===== src/rtl/usb_tx_pkg.sv =====
// Shared types and constants for the USB transmit line encoder.
package usb_tx_pkg;

    localparam int DEF_CLKS_PER_BIT = 8;
    localparam int MAX_ONES         = 6;

    // {dplus, dminus}
    localparam logic [1:0] LINE_J   = 2'b10;
    localparam logic [1:0] LINE_K   = 2'b01;
    localparam logic [1:0] LINE_SE0 = 2'b00;

    typedef enum logic [2:0] {
        ST_IDLE,
        ST_DATA,
        ST_STUFF,
        ST_SE0_A,
        ST_SE0_B,
        ST_EOP_J
    } tx_enc_state_t;

    function automatic logic [1:0] line_of(input tx_enc_state_t st, input logic lvl_j);
        case (st)
            ST_SE0_A, ST_SE0_B: return LINE_SE0;
            ST_DATA, ST_STUFF:  return lvl_j ? LINE_J : LINE_K;
            default:            return LINE_J;
        endcase
    endfunction

endpackage


===== src/rtl/usb_bit_timer.sv =====
// Modulo-CLKS_PER_BIT cycle counter; o_boundary flags the last cycle of a bit period.
module usb_bit_timer
    import usb_tx_pkg::*;
#(
    parameter int CLKS_PER_BIT = DEF_CLKS_PER_BIT,
    parameter int CNT_W        = $clog2(CLKS_PER_BIT)
) (
    input  logic             clk,
    input  logic             rst,
    input  logic             i_clear,
    output logic [CNT_W-1:0] o_count,
    output logic             o_boundary
);

    localparam logic [CNT_W-1:0] LAST = CNT_W'(CLKS_PER_BIT - 1);

    logic [CNT_W-1:0] r_count;

    always_ff @(posedge clk or posedge rst) begin
        if (rst) begin
            r_count <= '0;
        end else if (i_clear || (r_count == LAST)) begin
            r_count <= '0;
        end else begin
            r_count <= r_count + CNT_W'(1);
        end
    end

    assign o_count    = r_count;
    assign o_boundary = (r_count == LAST);

endmodule


===== src/rtl/usb_tx_encoder.sv =====
// USB serial line encoder: bit timing, NRZI, bit stuffing and SE0/SE0/J end-of-packet.
// Bit stuffing is built only when USB_TX_BIT_STUFF_EN is defined.
//
// state    | meaning
// IDLE     | line J, counters clear, waiting for enable
// DATA     | driving a consumed data bit
// STUFF    | driving an inserted stuff bit (no tx_bit consumed)
// SE0_A/B  | two SE0 bit periods of the EOP
// EOP_J    | final J bit period of the EOP
module usb_tx_encoder
    import usb_tx_pkg::*;
#(
    parameter int CLKS_PER_BIT = DEF_CLKS_PER_BIT
) (
    input  logic clk,
    input  logic rst,
    input  logic enable,
    input  logic tx_bit,
    input  logic eop,
    output logic bit_tick,
    output logic stuffing,
    output logic dplus,
    output logic dminus,
    output logic eop_done,
    output logic busy
);

    localparam int               CNT_W        = $clog2(CLKS_PER_BIT);
    localparam logic [CNT_W-1:0] CNT_PRE_LAST = CNT_W'(CLKS_PER_BIT - 2);

    tx_enc_state_t    r_state, w_next_state;
    logic             r_level, w_next_level;
    logic             r_eop_pend, r_eop_done, r_busy;
    logic [1:0]       r_line;
    logic             w_eop_clr, w_tick, w_stuff_due, w_timer_clr, w_boundary;
    logic [CNT_W-1:0] w_count;

    assign w_timer_clr = (r_state == ST_IDLE);

    usb_bit_timer #(
        .CLKS_PER_BIT (CLKS_PER_BIT),
        .CNT_W        (CNT_W)
    ) u_bit_timer (
        .clk        (clk),
        .rst        (rst),
        .i_clear    (w_timer_clr),
        .o_count    (w_count),
        .o_boundary (w_boundary)
    );

`ifdef USB_TX_BIT_STUFF_EN
    logic [2:0] r_ones, w_next_ones;
    logic       r_stuffing, w_to_stuff;

    assign w_stuff_due = (r_ones == 3'(MAX_ONES));
    assign w_to_stuff  = w_boundary && w_stuff_due &&
                         ((r_state == ST_DATA) || (r_state == ST_STUFF));

    always_comb begin
        w_next_ones = r_ones;
        if (r_state == ST_IDLE) begin
            w_next_ones = (enable && tx_bit) ? 3'd1 : 3'd0;
        end else if (w_to_stuff) begin
            w_next_ones = 3'd0;
        end else if (w_tick) begin
            w_next_ones = tx_bit ? (r_ones + 3'd1) : 3'd0;
        end
    end

    always_ff @(posedge clk or posedge rst) begin
        if (rst) begin
            r_ones     <= 3'd0;
            r_stuffing <= 1'b0;
        end else begin
            r_ones     <= w_next_ones;
            r_stuffing <= (w_next_state == ST_STUFF);
        end
    end

    assign stuffing = r_stuffing;
`else
    assign w_stuff_due = 1'b0;
    assign stuffing    = 1'b0;
`endif

    // r_level: 1 = J, 0 = K. A consumed 0 toggles the line, a 1 holds it.
    always_comb begin
        w_next_state = r_state;
        w_next_level = r_level;
        w_tick       = 1'b0;
        w_eop_clr    = 1'b0;
        case (r_state)
            ST_IDLE: begin
                w_next_level = 1'b1;
                if (enable) begin
                    w_tick       = 1'b1;
                    w_next_state = ST_DATA;
                    if (!tx_bit) w_next_level = 1'b0;
                end
            end
            ST_DATA, ST_STUFF: begin
                if (w_boundary) begin
                    if (w_stuff_due) begin
                        w_next_state = ST_STUFF;
                        w_next_level = ~r_level;
                    end else if (r_eop_pend || !enable) begin
                        w_next_state = ST_SE0_A;
                        w_eop_clr    = 1'b1;
                        w_next_level = 1'b1;
                    end else begin
                        w_tick       = 1'b1;
                        w_next_state = ST_DATA;
                        if (!tx_bit) w_next_level = ~r_level;
                    end
                end
            end
            ST_SE0_A: if (w_boundary) w_next_state = ST_SE0_B;
            ST_SE0_B: if (w_boundary) w_next_state = ST_EOP_J;
            ST_EOP_J: if (w_boundary) w_next_state = ST_IDLE;
            default:  w_next_state = ST_IDLE;
        endcase
    end

    always_ff @(posedge clk or posedge rst) begin
        if (rst) begin
            r_state    <= ST_IDLE;
            r_level    <= 1'b1;
            r_line     <= LINE_J;
            r_busy     <= 1'b0;
            r_eop_done <= 1'b0;
            r_eop_pend <= 1'b0;
        end else begin
            r_state    <= w_next_state;
            r_level    <= w_next_level;
            r_line     <= line_of(w_next_state, w_next_level);
            r_busy     <= (w_next_state != ST_IDLE);
            r_eop_done <= (r_state == ST_EOP_J) && (w_count == CNT_PRE_LAST);
            // A new request in the same cycle as the clear must not be lost.
            if (eop && (r_state != ST_IDLE)) begin
                r_eop_pend <= 1'b1;
            end else if (w_eop_clr) begin
                r_eop_pend <= 1'b0;
            end
        end
    end

    assign bit_tick = w_tick;
    assign dplus    = r_line[1];
    assign dminus   = r_line[0];
    assign busy     = r_busy;
    assign eop_done = r_eop_done;

endmodule


===== config.mk =====
export PLATFORM = sky130hd
export DESIGN_NAME = usb_tx_encoder
export DESIGN_NICKNAME = d
export VERILOG_FILES = /design/src/rtl/usb_tx_pkg.sv /design/src/rtl/usb_bit_timer.sv /design/src/rtl/usb_tx_encoder.sv
export SDC_FILE = /design/constraint.sdc
export NUM_CORES = 1
export LEC_CHECK = 0
export ABC_AREA = 1
export CAP_MARGIN = 20
export CORE_MARGIN = 4
export CORE_UTILIZATION = 30
export CTS_CLUSTER_SIZE = 14
export DETAILED_ROUTE_END_ITERATION = 12
export GPL_TIMING_DRIVEN = 1
export SETUP_SLACK_MARGIN = 0.1
export SYNTH_ARGS = -nofsm -noshare
export SYNTH_HDL_FRONTEND = slang
export SYNTH_SLANG_ARGS = --single-unit

===== constraint.sdc =====
create_clock -name clk -period 3.1 [get_ports clk]
set_input_delay 0.465 -clock clk [delete_from_list [all_inputs] [get_ports clk]]
set_output_delay 0.465 -clock clk [all_outputs]
set_load 0.05 [all_outputs]

# Word level (Yosys, flattened, before mapping)
# Cells that the tools add are included.
# op_classes
n_eq_ne	11
reduce_logical	12
add_sub_neg	1
magnitude_cmp	0
n_div	0
mul	0
bitwise_logic	1
shift	0
mux	25
# op_table
op	n
3-bit 2-to-1 mux	6
3-bit equality test, second input constant	5
3-bit one-hot mux with 5 select lines	1
1-bit 2-to-1 mux	13
3-bit by 2-bit equality test with 1-bit output, second input constant	4
3-bit by 1-bit equality test with 1-bit output, second input constant	2
3-bit nonzero test	2
2-bit OR reduction	3
2-bit 2-to-1 mux	2
1-bit one-hot mux with 2 select lines	2
2-bit one-hot mux with 2 select lines	1
3-bit by 1-bit adder with 3-bit output, second input constant	1
3-bit zero test	1
1-bit logical AND	2
1-bit logical OR	2
2-bit nonzero test	1
1-bit zero test	1
1-bit NOT	1
# word_totals
inputBits	5
memories	0
register_bits	12
output_inout_bits	6
latchBits	0
ramBits	0
romBits	0
elab_cells	57

# Logic depth before layout (Yosys ltp)
# depth
depth_word	8
ltp_mapped	12
ltp_nobuf	12

# Modules after synthesis
# Synthesis repeated with hierarchy kept, for this count alone.
# unflattened
cells_unflattened	91
hier_area_um2	720.7
# by_module_without_submodules
module	seq_area_each_um2	area_per_inst_um2	instances	cells_each
usb_tx_encoder	227.7	584.3	1	77
usb_bit_timer	75.1	136.4	1	14

# Worst setup path before layout
# OpenSTA, ideal clock, no wires.
# synth_timing
kind	register to output
startpoint	reg u_bit_timer.r_count[0], in the netlist u_bit_timer.o_count[0]
endpoint	out bit_tick
path_buffers	0
arrival_ps	2036
setup_slack_ps	599
required_ps	2635
stages_incl_launch_ff	5
path_cell_list	dfrtp_1 > ha_1 > ha_1 > inv_1 > o32ai_1
# synth_via
elab_chain_cells	3
# synth_lines
element	line	source
start: declaration	usb_bit_timer.sv:17	logic [CNT_W-1:0] r_count;
start signal: assignment	usb_bit_timer.sv:25	r_count <= r_count + CNT_W'(1);
3-bit equality test	usb_bit_timer.sv:30	assign o_boundary = (r_count == LAST);
1-bit 2-to-1 mux	usb_tx_encoder.sv:102	if (w_boundary) begin
1-bit one-hot mux with 2 select lines	usb_tx_encoder.sv:92	case (r_state)
end: declaration	usb_tx_encoder.sv:20	output logic bit_tick,
# No other way between the ends.

# Final worst setup path
# Same ends and word-level chain as after synthesis.

==> flow_metrics.tcl <==
set metrics [dict create \
    status "completed" \
    chipHeight_um 56.7 \
    met2RoutedLength_um 594 \
    top_layer_used "met4" \
    die-area_sq_mm 0.00322 \
    wl_um 1270 \
    cts_tree "done" \
    ys_warn_count 0 \
    place_hpwl_um 1040 \
    ys.flop_type "dfrtp_1" \
    synthArstFlopShare 1.00 \
    hold_viol_final 0 \
    fin_cells 132 \
    post-route-drc-count 0 \
    crit_type "flip-flop to primary output" \
    path_max_fanout 3 \
    relSlewSlack 0.665 \
    maxCapViolCount 0 \
    syn-num-nets 101 \
    path_clk_slew_ps 70 \
    grt_pass1_vias 534 \
    cts.path.max_buffers 2 \
    io_pins 11 \
    ant_nets 0 \
    cts_sinks 12 \
    hold_buffers 0 \
    fillers 245 \
    synth_area_per_cell_sq_um 7.74 \
    synth_cell_type_count 21 \
    gp_congestion 0.876 \
    grt_max_degree 13 \
    drt_iter0_drc 4 \
    io_buffers 9 \
    start_kind "flip-flop" \
    grt.total_usage 0.0956 \
    cp.required_ps 2630 \
    synth.area.top_cells "dfrtp_1 (35%), nand2_1 (12%), dfstp_2 (7.4%)" \
    worstMarginPinSlew_ps 501 \
    start_util 0.319 \
    powerDensity_mw_per_mm2 1070 \
    ir_worst_vdd_mv 0.299 \
    cts.repair.resized 0 \
    syn-cell-area_sq_um 712 \
    cts_setup_buffers 0 \
    synth_largest_area_cell "dfrtp_1" \
    syn_inst 92 \
    synth_edf_count 0 \
    cts_made_buffers 3 \
    post-route-period-util 0.883 \
    drtPass1Iterations 4 \
    leakagePower_nw 0.453 \
    power.total_mw 0.918 \
    wl_met1_um 620 \
    setup_viol 0 \
    critPathCaptureType "primary output" \
    synth_common_cells "nand2_1 (23), inv_1 (14), dfrtp_1 (10), nor2_1 (10), nand3_1 (6)" \
    root_buffer "clkbuf_4" \
    core_area_sq_mm 0.00223 \
    dp_slack_ps 448 \
    skew_ps 4.43 \
    rsz0062_at_grt "no" \
    fp-row-count 17 \
    synth_top_area_share 0.351 \
    grt_pass1_wl_um 2330 \
    via_per_inst 4.34 \
    layout-drive-gt1-share 0.173 \
    timing.fmax_mhz 365 \
    ys_ff_latch 12 \
    ys_seq_area_frac 0.425 \
    fp.dieW_um 56.7 \
    clk_latency_ps 270 \
    period_needed_ps 2740 \
    gr-total-overflow 0 \
    setup_ws_ps 362 \
    fin_tns_setup_ps 0 \
    final_util 0.383 \
    yosysMostFrequentCell "nand2_1" \
    area_delta_synth_final_pct 20.2 \
    h-tree-depth 1 \
    nNetsFinal 114 \
    dp_cells 128 \
    slew_viol_final 0 \
    hold_class "flip-flop to flip-flop" \
    vias 573 \
    antenna_cells 0 \
    wire_per_inst_um 9.61 \
    antenna_found_initial 0 \
    wl_met3_um 37 \
    critPathArrivalTime_ps 2270 \
]
-- flip-flops by register name (all words and copies together) (netlist names) --
name / count
eop_done: 1
u_bit_timer.o_count: 3
r_eop_pend: 1
r_level: 1
busy: 1
r_state: 3
r_line: 2
-- layout by cell type (no fill, tap or decap) --
master           instances
dfrtp_1                 10
o32ai_1                  1
nand3_1                  6
nor2_2                   3
o21ai_0                  3
inv_2                    2
clkdlybuf4s50_1          9
dfstp_2                  2
nand4_1                  1
nand2_2                  4
clkbuf_1                 1
nor2_1                  10
conb_1                   1
nand3_2                  1
nor2_4                   1
nor3_1                   1
nor2b_4                  1
inv_1                   14
ha_1                     4
o21ai_1                  2
clkbuf_4                 3
nor3_2                   1
nand2_1                 23
-- metal layers --
metal  vias to the layer above  GRT usage
met4                         0     0.0610
met1                       259      0.125
met3                         2     0.0276
li1                        306          -
met2                         6      0.135
met5                         -          0
-- final timing paths --
path                                        startpoint                     end  slack [ps]  cells after the start
worst max-delay path            u_bit_timer.o_count[0]                bit_tick         360                      5
worst min-delay path            u_bit_timer.o_count[0]  u_bit_timer.o_count[0]         470                      1
worst max register to register  u_bit_timer.o_count[0]               r_line[1]        1390                      8
worst min register to register  u_bit_timer.o_count[0]  u_bit_timer.o_count[0]         470                      1
max in group asynchronous                          rst                 r_level        2270                      2
min in group asynchronous                          rst              r_state[2]         490                      2
-- worst max-delay path, cell delays in order (launching register included) --
cell and delay, ps:
dfrtp_1 380, ha_1 190, ha_1 210, inv_1 90, o32ai_1 290, clkdlybuf4s50_1 860
-- layout make-up --
type	count	area (sq um)	area share
Sequential cell	12	303	0.354
Timing Repair Buffer	9	90.1	0.105
Clock buffer	4	26.3	0.0307
Tap cell	28	35.0	0.0409
Inverter	16	60.1	0.0702
Multi-Input combinational cell	63	342	0.399
-- through the flow --
| stage | hold slack (ps) | cell area (sq um) |
|---|---|---|
| final | 469 | 856 |
| after global routing | 503 | 856 |
| after CTS | 474 | 856 |
| after detailed placement | 455 | 830 |
| after global placement | 446 | 830 |
| after floorplan | 328 | 712 |
-- logic make-up after synthesis --
kind of cell | Yosys count | synth area share
adders and majority gates | 4 | 0.0703
buffers and inverters | 17 | 0.0949
DFF | 12 | 0.425
AOI/OAI and AO/OA | 6 | 0.0474
other | 1 | 0.00527
and+or+nand+nor | 52 | 0.357
-- where the power goes --
group	internal (mW)	switching [mW]	total, mW	leakage (nW)
Clock	0.0498	0.0502	0.100	0.0150
Sequential	0.234	0.0529	0.287	0.138
Combinational	0.200	0.332	0.532	0.300
Total	0.484	0.435	0.918	0.453
Power figures use the tool's default switching activity.
==> variant (same flow settings) <==
`DEF_CLKS_PER_BIT`: 8 -> 16.
--- a/src/rtl/usb_tx_pkg.sv
+++ b/src/rtl/usb_tx_pkg.sv
@@ -2,5 +2,5 @@
 package usb_tx_pkg;
 
-    localparam int DEF_CLKS_PER_BIT = 8;
+    localparam int DEF_CLKS_PER_BIT = 16;
     localparam int MAX_ONES         = 6;
 
Formal check against the unedited RTL: not equivalent (a bounded check fails within 10 cycles, from zero or initial values and one cycle with rst high).
==> variant against the unedited design <==
- wire length grew 5.0%
- count of clock-buffer cells in the layout unchanged
- worst setup slack improved by 0.068 ns
- clock skew down 0.0027 ns
- design area is 2.0% higher
- core utilization up 0.42 points
- sequential cell count grew 1
- die area grew 2.1%
- area after synthesis grew 2.5%
- critical path type is now input pin to primary output
- critical endpoint unchanged
- largest cell class unchanged
- highest routed layer is now met3
Power is left out: it rests on default switching activity, and per cell area and clock period it moved more than threefold.
==> variant: results (changes against the unedited design) <==
| Metric | Value |
|---|---|
| Status | finished clean |
| Clock tree buffer depth | 2 (unchanged) |
| Vias in the first global route | 562 (+5.2%) |
| Final Net Count | 109 (-4.4%) |
| Critical R2R Launch | u_bit_timer.o_count[0] |
| Clock root buffer master | clkbuf_4 |
| Top Metal Used | met3 |
| Share of cells above drive strength 1 | 0.2079 (+0.03484) |
| Slowest stage cell, crit path | clkdlybuf4s50_1 |
| Worst R2R End | r_line[0] |
| Max reg flops | 4 |
| Source of the critical timing path | enable |
| CTS resizes | 0 (unchanged) |
| Worst Hold End | u_bit_timer.o_count[0] |
| Drt first pass iters | 4 (unchanged) |
| Hold path start | u_bit_timer.o_count[0] |
| DR iter-0 viols | 16 (+12) |
| Synth cell types | 23 (+9.5%) |
| Antenna violations before repair | 0 (unchanged) |
| FF-to-FF setup slack | 1.63 ns (+0.24 ns) |
| Critical Path AT | 2.21 ns (-0.06 ns) |
| Largest net degree at the start of global routing | 14 (+1) |
| Top delay family on crit path | buffers and inverters |
| R2R cell count | 10 (+2) |
| DR WL met3 | 84 µm (+130%) |
| Port bufs | 9 (unchanged) |
| Met2 WL | 570 µm (-4.0%) |
| Clock transition at path regs | 0.08 ns |
| Synth top cells by count | nand2_1, nor2_1, dfrtp_1 |
| Clk Latency, worst-skew pair | 0.27 ns (about the same) |
| Hold path cells | 1 (unchanged) |
| Max incr delay on CP | 0.83 ns (-0.03 ns) |
| Worst min path class | flop to flop |
| First-pass GRT wire length | 2.380 mm (+2.4%) |
| Register area share after synthesis | 0.4494 (+0.02409) |
| Post-DP HPWL | 1.036 mm (about the same) |
| Async set-or-reset flop fraction in the synthesized netlist | 1.000 (unchanged) |
| Worst slew pin tran | 0.4997 ns (-0.001417 ns) |
| WHS | 0.4947 ns (+0.02597 ns) |
| Ranking of synthesized cells by area | dfrtp_1, nand2_1, dfstp_2 |
| Gpl congestion | 0.7804 (-11%) |
| Final Skew | 0.001769 ns (-0.002663 ns) |
| Metal-1 WL | 677 µm (+9.2%) |
| Worst-path maximum fanout | 2 (-1) |
| Via density | 4.504 (+3.8%) |
| Drt wl/cell | 10.33 µm (+7.4%) |
| Overall routing resource usage | 0.09337 (-0.002273) |
| H-Tree Level Count | 1 (unchanged) |
| Post-synthesis net count | 96 (-5.0%) |
| # Post-CTS Setup Buffers | 0 (unchanged) |
| N_diodes | 0 (unchanged) |
-- variant: cell types whose count changed after synthesis, sizes merged, moves of 2 or more --
cell | unedited run | this run
ha | 4 | 2
inv | 16 | 12
nand2 | 27 | 24
nand3 | 7 | 10
nor2 | 14 | 16
nor3 | 2 | 0
-- variant: layout make-up --
class	instances	area, µm²
Sequential cell	13	327.8
Multi-Input combinational cell	63	349.1
Clock buffer	4	26.28
Tap cell	28	35.03
Fill cell	246	1381
Inverter	12	45.04
Timing Repair Buffer	9	90.09
-- variant: how the worst max path moves through the flow --
stage / to / slack [ns] / cells past startpoint
after floorplan: bit_tick / 0.73 / 5
after global placement: bit_tick / 0.48 / 6
after detailed placement: bit_tick / 0.42 / 6
after CTS: bit_tick / 0.41 / 6
after global routing: bit_tick / 0.25 / 6
final: bit_tick / 0.43 / 6
-- variant: metrics by stage --
| step | cell area [µm²] | setup slack (ns) | instances | util |
|---|---|---|---|---|
| after global placement | 847.1 | 0.4833 | 125 | 0.3757 |
| after CTS | 873.3 | 0.4065 | 129 | 0.3873 |
| after floorplan | 729.5 | 0.7275 | 89 | - |
| after detailed placement | 847.1 | 0.4195 | 125 | 0.3757 |
| final | 873.3 | 0.4294 | 129 | 0.3873 |
| after global routing | 873.3 | 0.2508 | 129 | 0.3873 |
-- variant: metal layers --
metal / vias up / global-route usage
li1: 302 / -
met1: 263 / 0.1247
met2: 16 / 0.1354
met3: 0 / 0.03394
met4: 0 / 0.03974
met5: - / 0
-- variant: cells by family (layout without fill, tap and decap cells) --
family | Yosys count | in the layout | share of synthesized area
buf+inv | 13 | 25 | 0.07204
compound gates | 6 | 6 | 0.06003
other cells | 1 | 1 | 0.005141
simple gates | 53 | 53 | 0.3671
xor+xnor | 1 | 1 | 0.01201
fa+ha+maj | 2 | 2 | 0.03430
flops | 13 | 13 | 0.4494
